**config.mk**
```make
export PLATFORM = sky130hd
export DESIGN_NAME = port_input
export DESIGN_NICKNAME = d
export VERILOG_FILES = /design/src/rtl/port_input.sv
export SDC_FILE = /design/constraint.sdc
export NUM_CORES = 1
export LEC_CHECK = 0
export CAP_MARGIN = 25
export CORE_ASPECT_RATIO = 0.75
export CORE_MARGIN = 1.5
export CORE_UTILIZATION = 30
export CTS_BUF_LIST = sky130_fd_sc_hd__clkbuf_8
export CTS_CLUSTER_DIAMETER = 30
export DETAILED_ROUTE_END_ITERATION = 16
export GPL_TIMING_DRIVEN = 0
export PLACE_DENSITY_LB_ADDON = 0.2
export SLEW_MARGIN = 20
export SYNTH_ARGS = -nofsm -noshare
export SYNTH_HDL_FRONTEND = slang
export SYNTH_SLANG_ARGS = --single-unit
```
**constraint.sdc**
```tcl
create_clock -name clk -period 10.9 [get_ports clk]
set_input_delay 2.18 -clock clk [delete_from_list [all_inputs] [get_ports clk]]
set_output_delay 2.18 -clock clk [all_outputs]
set_load 0.02 [all_outputs]
```
**src/rtl/port_input.sv**
```systemverilog
// port_input: synchronised switch and debounced button input port.
// Optional macro PORT_INPUT_EVENT_COUNT_EN adds a press counter at +3.
module port_input #(
    parameter int WORD_SIZE = 16,
    parameter int DEBOUNCE_BITS = 16,
    parameter logic [WORD_SIZE-1:0] BASE_ADDR = 16'h0010
) (
    input  logic                 clk,
    input  logic                 rst,
    input  logic [7:0]           sw,
    input  logic [3:0]           btn,
    input  logic [WORD_SIZE-1:0] portaddr,
    input  logic [WORD_SIZE-1:0] portval,
    input  logic                 portget,
    input  logic                 portset,
    output logic [WORD_SIZE-1:0] portout,
    output logic [3:0]           btn_level
);

    localparam logic [DEBOUNCE_BITS-1:0] CNT_ONE = DEBOUNCE_BITS'(1);

    logic [7:0]               r_sw_s1;
    logic [7:0]               r_sw_s2;
    logic [3:0]               r_btn_s1;
    logic [3:0]               r_btn_s2;
    logic [DEBOUNCE_BITS-1:0] r_cnt [4];
    logic [3:0]               r_level;
    logic [3:0]               r_flag;
    logic [WORD_SIZE-1:0]     r_out;

    logic [WORD_SIZE-1:0]     w_off;
    logic                     w_hit;
    logic                     w_rd;
    logic                     w_rd_flag;
    logic                     w_wr_flag;
    logic [3:0]               w_toggle;
    logic [3:0]               w_rise;
    logic [3:0]               w_clr;
    logic [WORD_SIZE-1:0]     w_rdata;
    logic [WORD_SIZE-1:0]     w_evt_word;
    logic                     w_unused;

    // Full-width decode: wrap-around makes addresses below BASE miss.
    assign w_off     = portaddr - BASE_ADDR;
    assign w_hit     = (w_off < WORD_SIZE'(4));
    assign w_rd      = portget & w_hit;
    assign w_rd_flag = w_rd & (w_off[1:0] == 2'd2);
    assign w_wr_flag = portset & ~portget & w_hit
                     & (w_off[1:0] == 2'd2);
    assign w_unused  = ^portval[WORD_SIZE-1:4];

    // Two-flop synchronisers on every switch and button pin
    always_ff @(posedge clk or posedge rst) begin
        if (rst) begin
            r_sw_s1  <= '0;
            r_sw_s2  <= '0;
            r_btn_s1 <= '0;
            r_btn_s2 <= '0;
        end else begin
            r_sw_s1  <= sw;
            r_sw_s2  <= r_sw_s1;
            r_btn_s1 <= btn;
            r_btn_s2 <= r_btn_s1;
        end
    end

    // A level flips once the input has differed for a full window
    always_comb begin
        w_toggle = '0;
        for (int i = 0; i < 4; i++) begin
            w_toggle[i] = (r_btn_s2[i] != r_level[i]) && (&r_cnt[i]);
        end
    end

    assign w_rise = w_toggle & ~r_level;

    // Read of +2 clears what it reports; a write clears by mask
    always_comb begin
        w_clr = '0;
        if (w_rd_flag) begin
            w_clr = r_flag;
        end else if (w_wr_flag) begin
            w_clr = portval[3:0];
        end
    end

    // Debounce counters, levels and sticky press flags
    always_ff @(posedge clk or posedge rst) begin
        if (rst) begin
            for (int i = 0; i < 4; i++) begin
                r_cnt[i] <= '0;
            end
            r_level <= '0;
            r_flag  <= '0;
        end else begin
            for (int i = 0; i < 4; i++) begin
                if (r_btn_s2[i] == r_level[i] || w_toggle[i]) begin
                    r_cnt[i] <= '0;
                end else begin
                    r_cnt[i] <= r_cnt[i] + CNT_ONE;
                end
            end
            r_level <= r_level ^ w_toggle;
            r_flag  <= (r_flag & ~w_clr) | w_rise;
        end
    end

`ifdef PORT_INPUT_EVENT_COUNT_EN
    logic [7:0] r_evt;
    logic [8:0] w_evt_sum;
    logic       w_rd_evt;

    assign w_rd_evt  = w_rd & (w_off[1:0] == 2'd3);
    assign w_evt_sum = (w_rd_evt ? 9'd0 : {1'b0, r_evt})
                     + {8'd0, w_rise[0]} + {8'd0, w_rise[1]}
                     + {8'd0, w_rise[2]} + {8'd0, w_rise[3]};
    assign w_evt_word = WORD_SIZE'(r_evt);

    // Saturating press counter, read-to-clear
    always_ff @(posedge clk or posedge rst) begin
        if (rst) begin
            r_evt <= '0;
        end else begin
            r_evt <= (w_evt_sum > 9'd255) ? 8'hFF : w_evt_sum[7:0];
        end
    end
`else
    assign w_evt_word = '0;
`endif

    // Read data select
    always_comb begin
        w_rdata = '0;
        case (w_off[1:0])
            2'd0:    w_rdata = WORD_SIZE'(r_sw_s2);
            2'd1:    w_rdata = WORD_SIZE'(r_level);
            2'd2:    w_rdata = WORD_SIZE'(r_flag);
            default: w_rdata = w_evt_word;
        endcase
    end

    // Registered read data, held until the next serviced read
    always_ff @(posedge clk or posedge rst) begin
        if (rst) begin
            r_out <= '0;
        end else if (w_rd) begin
            r_out <= w_rdata;
        end
    end

    assign portout   = r_out;
    assign btn_level = r_level;

endmodule

```
# After elaboration in Yosys (flattened, before gate mapping)
# Cells that the tools add are included.
[totals]
out_inout_bits = 20
elab_cells = 59
input_bits = 48
ff_bits = 112
[classes]
eq_ne = 10
muxes = 7
n_reduce_logical = 13
order_cmp = 1
bitwise_logic = 12
add_sub_neg = 5
[ops]
columns = ["cell", "count"]
rows = [
  ["$add A16 B1 Y16 const B", 4],
  ["$mux W16", 4],
  ["$reduce_and A16 Y1", 4],
  ["$pmux W8 S3", 1],
  ["$lt A16 B3 Y1 const B", 1],
  ["$sub A16 B5 Y16 const B", 1],
  ["$and A4 B4 Y4", 2],
  ["$mux W4", 2],
  ["$not A4 Y4", 2],
  ["$and A1 B1 Y1", 5],
  ["$eq A1 B1 Y1", 4],
  ["$logic_and A1 B1 Y1", 4],
  ["$logic_or A1 B1 Y1", 4],
  ["$ne A1 B1 Y1", 4],
  ["$or A4 B4 Y4", 1],
  ["$xor A4 B4 Y4", 1],
  ["$eq A2 B1 Y1 const B", 1],
  ["$eq A2 B2 Y1 const B", 1],
  ["$logic_not A2 Y1", 1],
  ["$not A1 Y1", 1],
]

# Depth between registers and ports, before layout
# Gate-level depths: netlist of the first run.
[depth]
depth_word = 9
depth_mapped = 6
depth_no_buf = 5

# Worst setup path after synthesis of the first run
# Ideal clock, no wire load.
[synth_timing]
kind = "input -> register"
from = "input port portaddr[9]"
to = "register r_out[0], in the netlist portout[0]"
setup_time_ps = 125
path_slack_ps = 7538
stages = 4
path_buffers = 0
required_ps = 10775
arrival_ps = 3238
path_cell_list = "nor4_1 nor3b_2 nand4_4 mux2_2"
[synth_between]
elab_chain_len = 3
[synth_lines]
columns = ["item", "line", "rtl"]
rows = [
  ["start, declared", "12", "input logic [WORD_SIZE-1:0] portaddr,"],
  ["$sub A16 B5 Y16", "44", "assign w_off = portaddr - BASE_ADDR;"],
  ["$lt A16 B3 Y1", "45", "assign w_hit = (w_off < WORD_SIZE'(4));"],
  ["$and A1 B1 Y1", "46", "assign w_rd = portget & w_hit;"],
  ["end signal, assigned", "147", "r_out <= w_rdata;"],
  ["end, declared", "29", "logic [WORD_SIZE-1:0] r_out;"],
]
# No other way between the ends.
# A chain may end at the register's enable or synchronous reset.

# Worst setup path after layout of the first run
[layout_timing]
from = "input port portaddr[14]"
to = "register r_flag[3]"
[layout_between]
elab_chain_len = 9
word_cells_on_any_way = 11
classes_between = "add/sub: 1; order compare: 1; mux: 2; bitwise: 7"
[layout_lines]
columns = ["item", "line", "rtl"]
rows = [
  ["$sub A16 B5 Y16 *", "44", ""],
  ["$lt A16 B3 Y1 *", "45", ""],
  ["$and A1 B1 Y1", "48", "assign w_wr_flag = portset & ~portget & w_hit"],
  ["$and A1 B1 Y1", "49", "& (w_off[1:0] == 2'd2);"],
  ["$mux W4", "82", "end else if (w_wr_flag) begin"],
  ["$mux W4 *", "80", "if (w_rd_flag) begin"],
  ["$not A4 Y4 *", "104", "r_flag <= (r_flag & ~w_clr) | w_rise;"],
  ["$and A4 B4 Y4 *", "104", ""],
  ["$or A4 B4 Y4 *", "104", ""],
  ["end signal, assigned", "104", ""],
  ["end, declared", "28", "logic [3:0] r_flag;"],
]
# Every way passes the cells marked *; elsewhere a longest branch is shown, timed or not.

==> results of run 1 <==
==> synth_stat cells, drive strengths merged (2+ instances only) <==
master  number  share of area, %
nor2b        2              0.27
o21ai       14               1.5
nand3       17               1.9
mux2         8               2.0
nand4       29               4.8
nand2b       4              0.53
and2         7              0.94
xnor2       18               3.4
ha           4               1.1
xor2        40               7.5
a41o         3              0.64
a21oi        6              0.64
nor2        63               5.1
nor4         6               1.1
or3          2              0.27
dfrtp      104                56
nand2       18               1.4
nor4b        2              0.51
inv         11              0.88
clkbuf       7              0.56
and3        11               1.8
buf         18               3.0
mux2i        8               1.7
and4        10               1.9
==> state kept, by name, summed over array words and instances, names as in the netlist, named ones only <==
| signal | cells |
|---|---|
| r_sw_s2 | 8 |
| r_cnt | 64 |
| r_flag | 4 |
| r_btn_s1 | 4 |
| r_btn_s2 | 4 |
| portout | 8 |
| r_sw_s1 | 8 |
==> cell type report <==
class / instances / area, um^2 / area share (%)
Sequential cell: 104 / 2600 / 46.1
Multi-Input combinational cell: 284 / 1890 / 33.5
Timing Repair Buffer: 47 / 488 / 8.64
Tap cell: 205 / 256 / 4.54
Buffer: 25 / 169 / 2.99
Clock buffer: 9 / 124 / 2.19
Clock inverter: 7 / 67.6 / 1.20
Inverter: 11 / 46.3 / 0.820
==> cells by family (layout without fill, tap and decap cells) <==
| kind of cell | after synthesis | in the layout | synth area share, % |
|---|---|---|---|
| AND/OR/NAND/NOR | 174 | 174 | 21.2 |
| flip-flops | 104 | 104 | 55.6 |
| XOR/XNOR | 58 | 58 | 10.9 |
| buffers and inverters | 36 | 99 | 4.49 |
| AO/OA/AOI/OAI | 24 | 24 | 2.97 |
| multiplexers | 16 | 16 | 3.72 |
| adder cells (fa/ha/maj) | 4 | 4 | 1.07 |
| other | 1 | 8 | 0.0801 |
==> power by group through the flow <==
stage	clock (W)	combinational (W)	sequential, W
floorplan	0	0.0000271	0.000405
CTS	0.000243	0.0000500	0.000399
global placement	0	0.0000477	0.000407
detailed placement	0	0.0000498	0.000407
global route	0.000259	0.0000547	0.000400
finish	0.000231	0.0000486	0.000399
==> worst max-delay path by stage <==
| stage | endpoint | start |
|---|---|---|
| after floorplan | asynchronous set/reset pin | rst |
| after global placement | r_btn_s1[2]$_DFF_PP0_ | rst |
| after detailed placement | r_flag[3]$_DFF_PP0_ | portaddr[14] |
| after CTS | btn_level[3] | flop |
| after global routing | r_flag[2]$_DFF_PP0_ | portaddr[14] |
| final | r_flag[3]$_DFF_PP0_ | portaddr[14] |
==> worst register-to-register path, cell delays in order, from the launching register on <==
cell     delay, ns
dfrtp_1       0.42
ha_1          0.27
inv_1         0.15
nor4_4        0.39
a31o_2        0.28
buf_6         0.16
nor2_1        0.05
==> stage by stage <==
stage	worst slack, ns	instances
2_1_floorplan	5.99	424
5_1_grt	7.06	692
3_5_place_dp	6.82	676
4_1_cts	7.20	692
3_3_place_gp	4.35	675
6_report	7.23	692
==> layer usage <==
metal | up-vias | part of all wire, %
met3 | 11 | 3.5
met2 | 44 | 43
met1 | 1488 | 52
li1 | 1531 | -
met4 | 0 | 1.6
met5 | - | 0
==> results_dict.tcl, run 1 <==
set metrics [dict create \
    drt_iter0_markers 153 \
    final_core_util_pct 37.1 \
    period_needed_ns 3.67 \
    cp.depth 5 \
    timing.fmax_ghz 0.273 \
    internal_power_w 0.000504 \
    syn_area_per_cell_um2 11.2 \
    final_common_cell "dfrtp_1" \
    switching_power_w 0.000175 \
    hp-class "reg -> reg" \
    power.total_w 0.000678 \
    swShare_pct 25.8 \
    initial_core_util_pct 30.7 \
    grtUsageMet1_pct 17.4 \
    met3_usage_pct 3.37 \
    r2r_cells 6 \
    slowest_delay_ns 0.56 \
    critical_path_arrival_ns 3.93 \
    synth-seq-cells 104 \
    dpl-instance-area_mm2 0.00546 \
    ff2ff_setup_slack_ns 9.09 \
    pwr-share-clk_pct 34.0 \
    vias 3074 \
    path_class "in -> reg" \
    finalNetCount 534 \
    wl_mm 9.03 \
    crit_path_start_kind "input port" \
    antenna_found_initial 0 \
    final-setup-viol-count 0 \
    skew_ns 0.00927 \
    crit_fanout 4 \
    crit_chain "clkdlybuf4s50_1, nor4_1, nand4_1, o21ai_0, o21ai_0" \
    drv_slew 0 \
    syn_area_mm2 0.00468 \
    grt_pass1_wl_mm 15.7 \
    grt_overflow 0 \
    clock_sinks 104 \
    power_density_mw_per_mm2 120 \
    synth.distinct_cells 39 \
    min-delay-start "r_sw_s1[7]$_DFF_PP0_" \
    cts.path.max_buffers 2 \
    timing.hold.ws_ns 0.359 \
    via_per_inst 4.44 \
    path_buf_inv 1 \
    pwr-share-seq_pct 58.8 \
    hold_viol 0 \
    wl_per_cell_um 13.0 \
    cts_buffers 9 \
    clk_pin_slew_worst_paths_ns 0.11 \
    diodes 0 \
    dp.final_hpwl_mm 6.30 \
    cp_common_cell "o21ai_0" \
    slew_headroom_pct 58.3 \
    fp.dieW_um 147 \
    ant_nets 0 \
    cts_tree "yes" \
    core_mm2 0.0152 \
    post_cts_resized 0 \
    num-fill-cells 1491 \
    finalCritPeriodShare_pct 33.7 \
    ir_drop_uv 57.4 \
    r2r-start "r_cnt[0]$_DFF_PP0_" \
    grt_max_degree 80 \
    synthToLayoutAreaGrowth_pct 20.7 \
    synth_top_flop_cell "dfrtp_1" \
    grt_util_met2_pct 17.4 \
    final_cell_mix "dfrtp_1, nor2_1, clkdlybuf4s50_1, xor2_1, nand4_1" \
    crit_path_end_kind "flop" \
    tns_ns 0 \
    holdPathEnd "r_sw_s2[7]$_DFF_PP0_" \
    post-route-drc-count 0 \
    whs_path_depth 0 \
    die_area_mm2 0.0164 \
    max-cap-violations 0 \
    critPathRequiredTime_ns 11.16 \
    cp_slowest_cell "nor4_1" \
    cts_hold_buffers 0 \
    power_frac_comb_pct 7.2 \
    status "completed" \
    firstDrtPassIters 4 \
    tightest_slew_ns 0.626 \
    die_height_um 111 \
    yosysSeqAreaShare_pct 55.6 \
    cp_top_family "simple AND/OR/NAND/NOR gates" \
    synth_edf_count 0 \
    port-buffer-count 46 \
    reg2reg_to "r_cnt[10]$_DFF_PP0_" \
    async_reset_ff_share_pct 100 \
    cts-root-buf "clkbuf_8" \
    netlist_instances 417 \
    rsz0062_at_grt "no" \
    busiest_layer "met1" \
    ioPinCount 68 \
    grt_pass1_vias 3075 \
    track_usage_pct 12.1 \
    leakage_nw 2.52 \
    gp_congestion 0.771 \
    drive_above_1_share_pct 11.7 \
    ys_warn_count 0 \
    htree_levels 3 \
    rows 39 \
    finish.instance_area_mm2 0.00565 \
    clock_latency_ns 0.38 \
    cts_setup_buffers 0 \
]
No activity file was read; power rests on OpenSTA's default activity.
==> run 2: changes to the inputs <==
clock period = 3.3 ns   (was 10.9 ns; I/O delays follow)
==> run 2 against run 1 <==
- sequential power rose to 3.3 times the previous value
- sequential cell count unchanged
- non-clock buffer count up 2
- wire length up 3.2%
- first-iteration DRC count down 15%
- hold slack worse by 0.00059 ns
- critical path depth down 4
- combinational power rose to 3.4 times the previous value
==> results_dict.tcl, run 2 (synthesis gave the netlist of run 1 again) <==
set metrics [dict create \
    tns_ns 0 \
    dp.cells 678 \
    via_per_inst 4.45 \
    num-fill-cells 1530 \
    status "completed" \
    grt_overflow 0 \
    cts-root-buf "clkbuf_8" \
    cts_buffers 9 \
    cts.path.max_buffers 2 \
    cts_setup_buffers 0 \
    htree_levels 3 \
    skew_ns 0.0131 \
    finalCritPeriodShare_pct 64.6 \
    max-cap-violations 0 \
    period_needed_ns 2.13 \
    clock_latency_ns 0.37 \
    cts_tree "yes" \
    drt_iter0_markers 130 \
    regMostFlops "r_cnt" \
    leakage_nw 2.54 \
    dpl-instance-area_mm2 0.00549 \
    initial_core_util_pct 30.7 \
    grt_max_degree 35 \
    clk_pin_slew_worst_paths_ns 0.11 \
    grt_pass1_vias 3214 \
    dp.final_hpwl_mm 6.53 \
    hp-class "reg -> reg" \
    tightest_slew_ns 0.567 \
    drive_above_1_share_pct 12.1 \
    port-buffer-count 46 \
    wl_mm 9.32 \
    wl_per_cell_um 13.4 \
    ioPinCount 68 \
    final_common_cell "dfrtp_1" \
    clock_sinks 104 \
    core_mm2 0.0152 \
    critPathRequiredTime_ns 2.64 \
    post_cts_resized 0 \
    fp.dieW_um 147 \
    antenna_found_initial 0 \
    die_area_mm2 0.0164 \
    crit_fanout 5 \
    die_height_um 111 \
    vias 3087 \
    final-setup-viol-count 0 \
    cts_hold_buffers 0 \
    switching_power_w 0.000578 \
    crit_path_start_kind "flop" \
    synthToLayoutAreaGrowth_pct 21.4 \
    critical_path_arrival_ns 1.47 \
    timing.fmax_ghz 0.469 \
    firstDrtPassIters 4 \
    power_density_mw_per_mm2 399 \
    drv_slew 0 \
    crit_path_end_kind "output pin" \
    finalNonFillerCells 694 \
    pwr-share-seq_pct 58.1 \
    crit_chain "clkdlybuf4s50_1" \
    slew_headroom_pct 61.9 \
    rows 39 \
    grt_pass1_wl_mm 16.0 \
    power_frac_comb_pct 7.3 \
    post-route-drc-count 0 \
    slowest_delay_ns 0.64 \
    gp_congestion 0.726 \
    cp_top_family "buffers and inverters" \
    rsz0062_at_grt "no" \
    finalNetCount 536 \
    largest_reg_flops 64 \
    diodes 0 \
    ir_drop_uv 198 \
    pwr-share-clk_pct 34.6 \
    path_class "reg -> out" \
    finish.instance_area_mm2 0.00568 \
    final_cell_mix "dfrtp_1, nor2_1, clkdlybuf4s50_1, xor2_1, nand4_1" \
    path_buf_inv 1 \
    track_usage_pct 12.2 \
    ant_nets 0 \
    swShare_pct 25.5 \
    internal_power_w 0.00169 \
    cp_slowest_cell "clkdlybuf4s50_1" \
    hold_viol 0 \
]
[run 2: routing by layer]
layer / GRT usage, % / up-vias / routed length [um]
met5: 0 / - / 0
met4: 3.33 / 0 / 121
met3: 3.05 / 10 / 299
met2: 18.6 / 44 / 4160
met1: 17.2 / 1495 / 4750
li1: - / 1538 / -
[run 2: metrics by stage]
step	power [W]	setup slack (ns)	util [%]	hold WS, ns
2_1_floorplan	0.00143	1.39	-	0.331
3_3_place_gp	0.00150	0.287	35.7	0.333
3_5_place_dp	0.00151	0.781	36.0	0.335
4_1_cts	0.00232	1.12	37.3	0.362
5_1_grt	0.00238	0.971	37.3	0.370
6_report	0.00227	1.17	37.3	0.358
[run 2: cell type report]
| type | instances | area (um^2) | share of cell area (%) |
|---|---|---|---|
| Inverter | 11 | 45.0 | 0.792 |
| Timing Repair Buffer | 49 | 520 | 9.16 |
| Buffer | 25 | 169 | 2.97 |
| Tap cell | 205 | 256 | 4.51 |
| Multi-Input combinational cell | 284 | 1890 | 33.3 |
| Clock inverter | 6 | 58.8 | 1.03 |
| Clock buffer | 10 | 138 | 2.42 |
| Sequential cell | 104 | 2600 | 45.8 |
[run 2: power groups by stage]
| stage | combinational, W | clock [W] | sequential (W) |
|---|---|---|---|
| final | 0.000165 | 0.000784 | 0.00132 |
| after detailed placement | 0.000170 | 0 | 0.00134 |
| after floorplan | 0.0000897 | 0 | 0.00134 |
| after global routing | 0.000186 | 0.000869 | 0.00132 |
| after global placement | 0.000158 | 0 | 0.00134 |
| after CTS | 0.000170 | 0.000827 | 0.00132 |
[run 2: worst paths after layout]
kind | depth (start not counted) | start | slack [ns] | to
setup / recovery | 1 | flop | 1.17 | btn_level[3]
hold / removal | 0 | r_sw_s1[7]$_DFF_PP0_ | 0.36 | r_sw_s2[7]$_DFF_PP0_
setup reg to reg | 6 | r_cnt[0]$_DFF_PP0_ | 1.51 | r_cnt[13]$_DFF_PP0_
hold reg to reg | 0 | r_sw_s1[7]$_DFF_PP0_ | 0.36 | r_sw_s2[7]$_DFF_PP0_
max in group asynchronous | 5 | rst | 1.72 | r_sw_s1[3]$_DFF_PP0_
min in group asynchronous | 2 | rst | 0.64 | r_btn_s1[0]$_DFF_PP0_
